<file path="src/rtl/block_lock_sync.sv">
// 64b/66b block lock per lane: hunt for SH_CNT_MAX consecutive good sync headers,
// drop lock on SH_INVALID_MAX bad headers per window, and request gearbox slips.
module block_lock_sync #(
  parameter int NUM_LANES        = 1,
  parameter int SH_CNT_MAX       = 64,
  parameter int SH_INVALID_MAX   = 16,
  parameter int SLIP_WAIT_CYCLES = 32
) (
  input  logic                     i_clk,
  input  logic                     i_reset,
  input  logic [2*NUM_LANES-1:0]   i_header,
  input  logic [NUM_LANES-1:0]     i_header_valid,
  output logic [NUM_LANES-1:0]     o_slip,
  output logic [NUM_LANES-1:0]     o_block_lock,
  output logic                     o_all_locked,
  output logic [16*NUM_LANES-1:0]  o_lock_loss_count
);

  localparam int               CNT_W     = $clog2(SH_CNT_MAX + 1);
  localparam logic [CNT_W-1:0] CNT_MAX   = CNT_W'(SH_CNT_MAX);
  localparam logic [CNT_W-1:0] INV_MAX   = CNT_W'(SH_INVALID_MAX);
  localparam logic [7:0]       WAIT_LAST = 8'(SLIP_WAIT_CYCLES - 1);

  typedef enum logic [1:0] {
    ST_TEST      = 2'd0,
    ST_SLIP      = 2'd1,
    ST_SLIP_WAIT = 2'd2
  } lane_state_t;

  genvar gi;
  generate
    for (gi = 0; gi < NUM_LANES; gi++) begin : g_lane
      lane_state_t      state_reg;
      logic [CNT_W-1:0] sh_cnt_reg;
      logic [CNT_W-1:0] sh_inv_cnt_reg;
      logic [7:0]       wait_cnt_reg;
      logic             lock_reg;
      logic             slip_reg;
      logic [15:0]      loss_cnt_reg;

      logic [1:0]       hdr;
      logic             hdr_vld;
      logic             hdr_ok;
      logic [CNT_W-1:0] sh_cnt_next;
      logic [CNT_W-1:0] sh_inv_cnt_next;

      assign hdr             = i_header[2*gi +: 2];
      assign hdr_vld         = i_header_valid[gi];
      assign hdr_ok          = hdr[1] ^ hdr[0];
      assign sh_cnt_next     = sh_cnt_reg + CNT_W'(1);
      assign sh_inv_cnt_next = hdr_ok ? sh_inv_cnt_reg : sh_inv_cnt_reg + CNT_W'(1);

      always_ff @(posedge i_clk or posedge i_reset) begin
        if (i_reset) begin
          state_reg      <= ST_TEST;
          sh_cnt_reg     <= '0;
          sh_inv_cnt_reg <= '0;
          wait_cnt_reg   <= '0;
          lock_reg       <= 1'b0;
          slip_reg       <= 1'b0;
          loss_cnt_reg   <= '0;
        end else begin
          slip_reg <= 1'b0;
          case (state_reg)
            ST_TEST: begin
              if (hdr_vld) begin
                if (!hdr_ok && !lock_reg) begin
                  state_reg      <= ST_SLIP;
                  sh_cnt_reg     <= '0;
                  sh_inv_cnt_reg <= '0;
                end else if (!hdr_ok && sh_inv_cnt_next == INV_MAX) begin
                  // Loss wins even if this header would also close the window.
                  lock_reg       <= 1'b0;
                  state_reg      <= ST_SLIP;
                  sh_cnt_reg     <= '0;
                  sh_inv_cnt_reg <= '0;
                  if (loss_cnt_reg != 16'hFFFF) begin
                    loss_cnt_reg <= loss_cnt_reg + 16'd1;
                  end
                end else if (sh_cnt_next == CNT_MAX && sh_inv_cnt_next < INV_MAX) begin
                  lock_reg       <= 1'b1;
                  sh_cnt_reg     <= '0;
                  sh_inv_cnt_reg <= '0;
                end else begin
                  sh_cnt_reg     <= sh_cnt_next;
                  sh_inv_cnt_reg <= sh_inv_cnt_next;
                end
              end
            end
            ST_SLIP: begin
              slip_reg     <= 1'b1;
              wait_cnt_reg <= '0;
              state_reg    <= ST_SLIP_WAIT;
            end
            ST_SLIP_WAIT: begin
              if (wait_cnt_reg == WAIT_LAST) begin
                state_reg      <= ST_TEST;
                sh_cnt_reg     <= '0;
                sh_inv_cnt_reg <= '0;
              end else begin
                wait_cnt_reg <= wait_cnt_reg + 8'd1;
              end
            end
            default: begin
              state_reg <= ST_TEST;
            end
          endcase
        end
      end

      assign o_slip[gi]                  = slip_reg;
      assign o_block_lock[gi]            = lock_reg;
      assign o_lock_loss_count[16*gi +: 16] = loss_cnt_reg;
    end
  endgenerate

  always_ff @(posedge i_clk or posedge i_reset) begin
    if (i_reset) begin
      o_all_locked <= 1'b0;
    end else begin
      o_all_locked <= &o_block_lock;
    end
  end

endmodule
</file>
<file path="config.mk">
export PLATFORM = sky130hd
export DESIGN_NAME = block_lock_sync
export DESIGN_NICKNAME = d
export VERILOG_FILES = /design/src/rtl/block_lock_sync.sv
export SDC_FILE = /design/constraint.sdc
export NUM_CORES = 1
export LEC_CHECK = 0
export CORE_MARGIN = 5
export CORE_UTILIZATION = 56
export DETAILED_ROUTE_END_ITERATION = 12
export PLACE_DENSITY = 0.86
export SYNTH_ARGS = -nofsm -noshare
export SYNTH_HDL_FRONTEND = slang
export SYNTH_SLANG_ARGS = --single-unit
</file>
<file path="constraint.sdc">
create_clock -name i_clk -period 3.2 [get_ports i_clk]
set_input_delay 0.64 -clock i_clk [delete_from_list [all_inputs] [get_ports i_clk]]
set_output_delay 0.64 -clock i_clk [all_outputs]
set_load 0.01 [all_outputs]
</file>
==> key figures <==
Run status
  – Status: complete, no violations

Floorplanning
  – Initial core utilization: 0.5752
  – Floorplan die height: 74.10 µm
  – Core area: 4000 µm²
  – Floorplan die area: 5491 µm²
  – Die width: 74.10 µm
  – Io pins: 24
  – Number of rows created at floorplan: 23

Pwr
  – Leakage power: 0.001226 µW
  – Worst voltage drop across the vdd grid: 0.0002964 V
  – Cell Pwr Density: 522.0 nW/µm²
  – Total power: 1442 µW

Drt
  – Final Routed Wirelength: 4.822 mm
  – Detail Route Antenna Nets: 0
  – Number of optimization iterations in the first detailed-route pass: 4
  – Number of vias in the routed layout: 1892
  – Number of vias per cell: 5.768
  – Residual DRC: 0
  – Wirelength per Cell: 14.70 µm
  – Initial detailed-routing violation count: 168

GRT
  – Global router's overall resource usage: 0.1925
  – Overflow after GRT: 0
  – Number of antenna violations at the first check in global routing: 0
  – Largest net degree at the start of global routing: 44
  – Number of global-route vias before repair: 1860
  – First-pass GRT wire length: 8.190 mm

Clock network
  – Resized Gates After CTS: 0
  – Max clock buf depth: 2
  – Number of setup buffers added after CTS: 0
  – Root Buffer: sky130_fd_sc_hd__clkbuf_8
  – CTS H-tree lvls: 2
  – Post-cts hold buffer count: 0
  – Clock-pin transition on the worst setup and hold timing paths: 100 ps
  – Sink Count: 43
  – Clock tree from TritonCTS: yes
  – Clock latency of the later-clocked register in the worst-skew pair: 310 ps
  – Number of CTS-inserted buffers: 5

Finish
  – Commonest cells after routing, fill and taps aside: sky130_fd_sc_hd__dfrtp_1 (43), sky130_fd_sc_hd__nand2_1 (34), sky130_fd_sc_hd__clkdlybuf4s50_1 (23), sky130_fd_sc_hd__nand4_1 (19), sky130_fd_sc_hd__xnor2_1 (19)
  – Max reg flops: 16
  – Most common cell after layout, fill and taps aside: sky130_fd_sc_hd__dfrtp_1
  – Total Nets Final: 286
  – Area growth from synthesis to final layout: 20.07%
  – Layout cells sized above 1: 0.1007
  – ANT cells: 0

Yosys
  – Asr flop ratio synth: 1.000
  – Number of nets produced by synthesis: 252
  – Count of flip-flops with a built-in enable after synthesis: 0
  – Number of synthesized register bits: 43
  – Portion of the post-synthesis area used by sequential elements: 0.4676
  – Post-synthesis cell area: 2301 µm²
  – Dominant synthesized flop cell: sky130_fd_sc_hd__dfrtp_1
  – Synthesized area per cell: 9.469 µm²
  – Number of instances in the synthesized netlist: 243
  – Number of distinct library cell variants in the gate-level netlist after synthesis: 40
  – Warnings from Yosys: 0

Critical path
  – CP Capture Type: register
  – Worst path arrival time: 3030 ps
  – CP required: 3380 ps
  – Reg2Reg Launch Point: g_lane[0].sh_inv_cnt_reg[0]
  – Peak fanout along the critical path: 9
  – Startpoint type of the worst setup path: input pin
  – Register-to-register setup slack: 720 ps
  – Worst reg2reg endpoint: g_lane[0].sh_cnt_reg[4]
  – Worst Reg2Reg Path Length in Cells: 8
  – Crit Path Class: input pin to register

Timing
  – Worst-Margin Slew: 567.9 ps
  – Crit path time final: 2853 ps
  – Final hold violations: 0
  – Max Clock Skew: 14.00 ps
  – Final max-slew violation count: 0
  – Aggregate negative setup slack: 0 ps
  – Relative slew slack: 0.6201
  – Final Hold Slack: 475.7 ps
  – Final critical-path share of the clock period: 0.8915
  – Unrepaired setup endpoints after global routing: false
  – Final setup fails: 0
  – Max Fclk: 0.3505 GHz

Worst hold path
  – Hold wc startpoint: o_block_lock
  – Min-delay worst type: register to register
  – Hold path depth: 0
  – Endpoint of the worst hold path: o_all_locked

Placement
  – Buffers on Ports: 23
  – Gpl congestion: 0.8037
  – Final HPWL from detailed placement: 3.253 mm

Flow run
  – # Max-Cap Violations: 0
[where the power goes]
part | total (µW) | internal (µW) | switching, µW
Clock | 448 | 237 | 211
Sequential | 709 | 616 | 92.5
Combinational | 286 | 133 | 153
[synth_stat cells (all sizes together), types with 2 or more instances]
cell,instances,area share
o221ai,5,0.019
xnor2,19,0.072
and2,11,0.030
o21ai,17,0.037
a211o,2,0.0082
ha,4,0.022
nand2,34,0.055
buf,2,0.0098
or3,4,0.014
nand2b,2,0.0054
nand4,19,0.052
and3,6,0.016
dfrtp,43,0.47
nor3,4,0.0087
a21oi,4,0.0087
a21o,3,0.0098
nor2,17,0.028
clkbuf,5,0.0087
a211oi,2,0.012
nor2b,2,0.0054
mux2,2,0.0098
inv,7,0.011
xor2,7,0.027
nand3,12,0.026
[per-layer routing]
| layer | vias up | part of all wire | wire (µm) | track usage |
|---|---|---|---|---|
| li1 | 924 | - | - | - |
| met1 | 915 | 0.47 | 2265 | 0.2502 |
| met2 | 46 | 0.47 | 2246 | 0.3051 |
| met3 | 7 | 0.048 | 231 | 0.05541 |
| met4 | 0 | 0.016 | 79 | 0.07445 |
| met5 | - | 0 | 0 | 0 |
[kinds of logic after synthesis]
| kind of cell | Yosys count | synth area share |
|---|---|---|
| adder cells (fa/ha/maj) | 4 | 0.02175 |
| XOR/XNOR | 26 | 0.09897 |
| AO/OA/AOI/OAI | 36 | 0.1066 |
| flip-flops | 43 | 0.4676 |
| buffers and inverters | 14 | 0.02990 |
| multiplexers | 3 | 0.01414 |
| AND/OR/NAND/NOR | 117 | 0.2610 |
[through the flow]
stage / instance area [µm²] / util / instances / setup WS, ps
floorplan: 2301 / - / 243 / 677.5
global placement: 2646 / 0.6616 / 320 / 127.1
detailed placement: 2646 / 0.6616 / 320 / 127.9
CTS: 2763 / 0.6906 / 328 / 367.2
global route: 2763 / 0.6906 / 328 / 240.1
finish: 2763 / 0.6906 / 328 / 347.1
[worst max-delay path by stage]
stage,slack [ps],depth (start not counted),start,to
6_report,350,8,i_header[0],g_lane[0].sh_cnt_reg[4]
5_1_grt,240,8,i_header[1],g_lane[0].sh_cnt_reg[4]
4_1_cts,370,8,i_header[0],g_lane[0].sh_cnt_reg[4]
3_5_place_dp,130,8,i_header[0],g_lane[0].sh_cnt_reg[4]
3_3_place_gp,130,8,i_header[1],g_lane[0].sh_cnt_reg[4]
2_1_floorplan,680,7,i_header[0],o_lock_loss_count[1]
[worst max-delay path, stage by stage]
cell and delay, ps:
sky130_fd_sc_hd__clkdlybuf4s50_1 500, sky130_fd_sc_hd__xor2_1 490, sky130_fd_sc_hd__nor3_1 150, sky130_fd_sc_hd__or3_1 420, sky130_fd_sc_hd__and2_1 240, sky130_fd_sc_hd__o21ai_0 300, sky130_fd_sc_hd__buf_4 200, sky130_fd_sc_hd__o21ai_0 90
[final cells by class]
cell class	instances	area [µm²]
clock buffers	5	68.82
well taps	50	62.56
inverters	7	26.28
clock inverters	3	47.55
repair buffers	34	325.3
flip-flops and latches	43	1076
multi-input cells	186	1156
fillers	306	1237
Note: power is estimated with default switching activity, not from simulation.
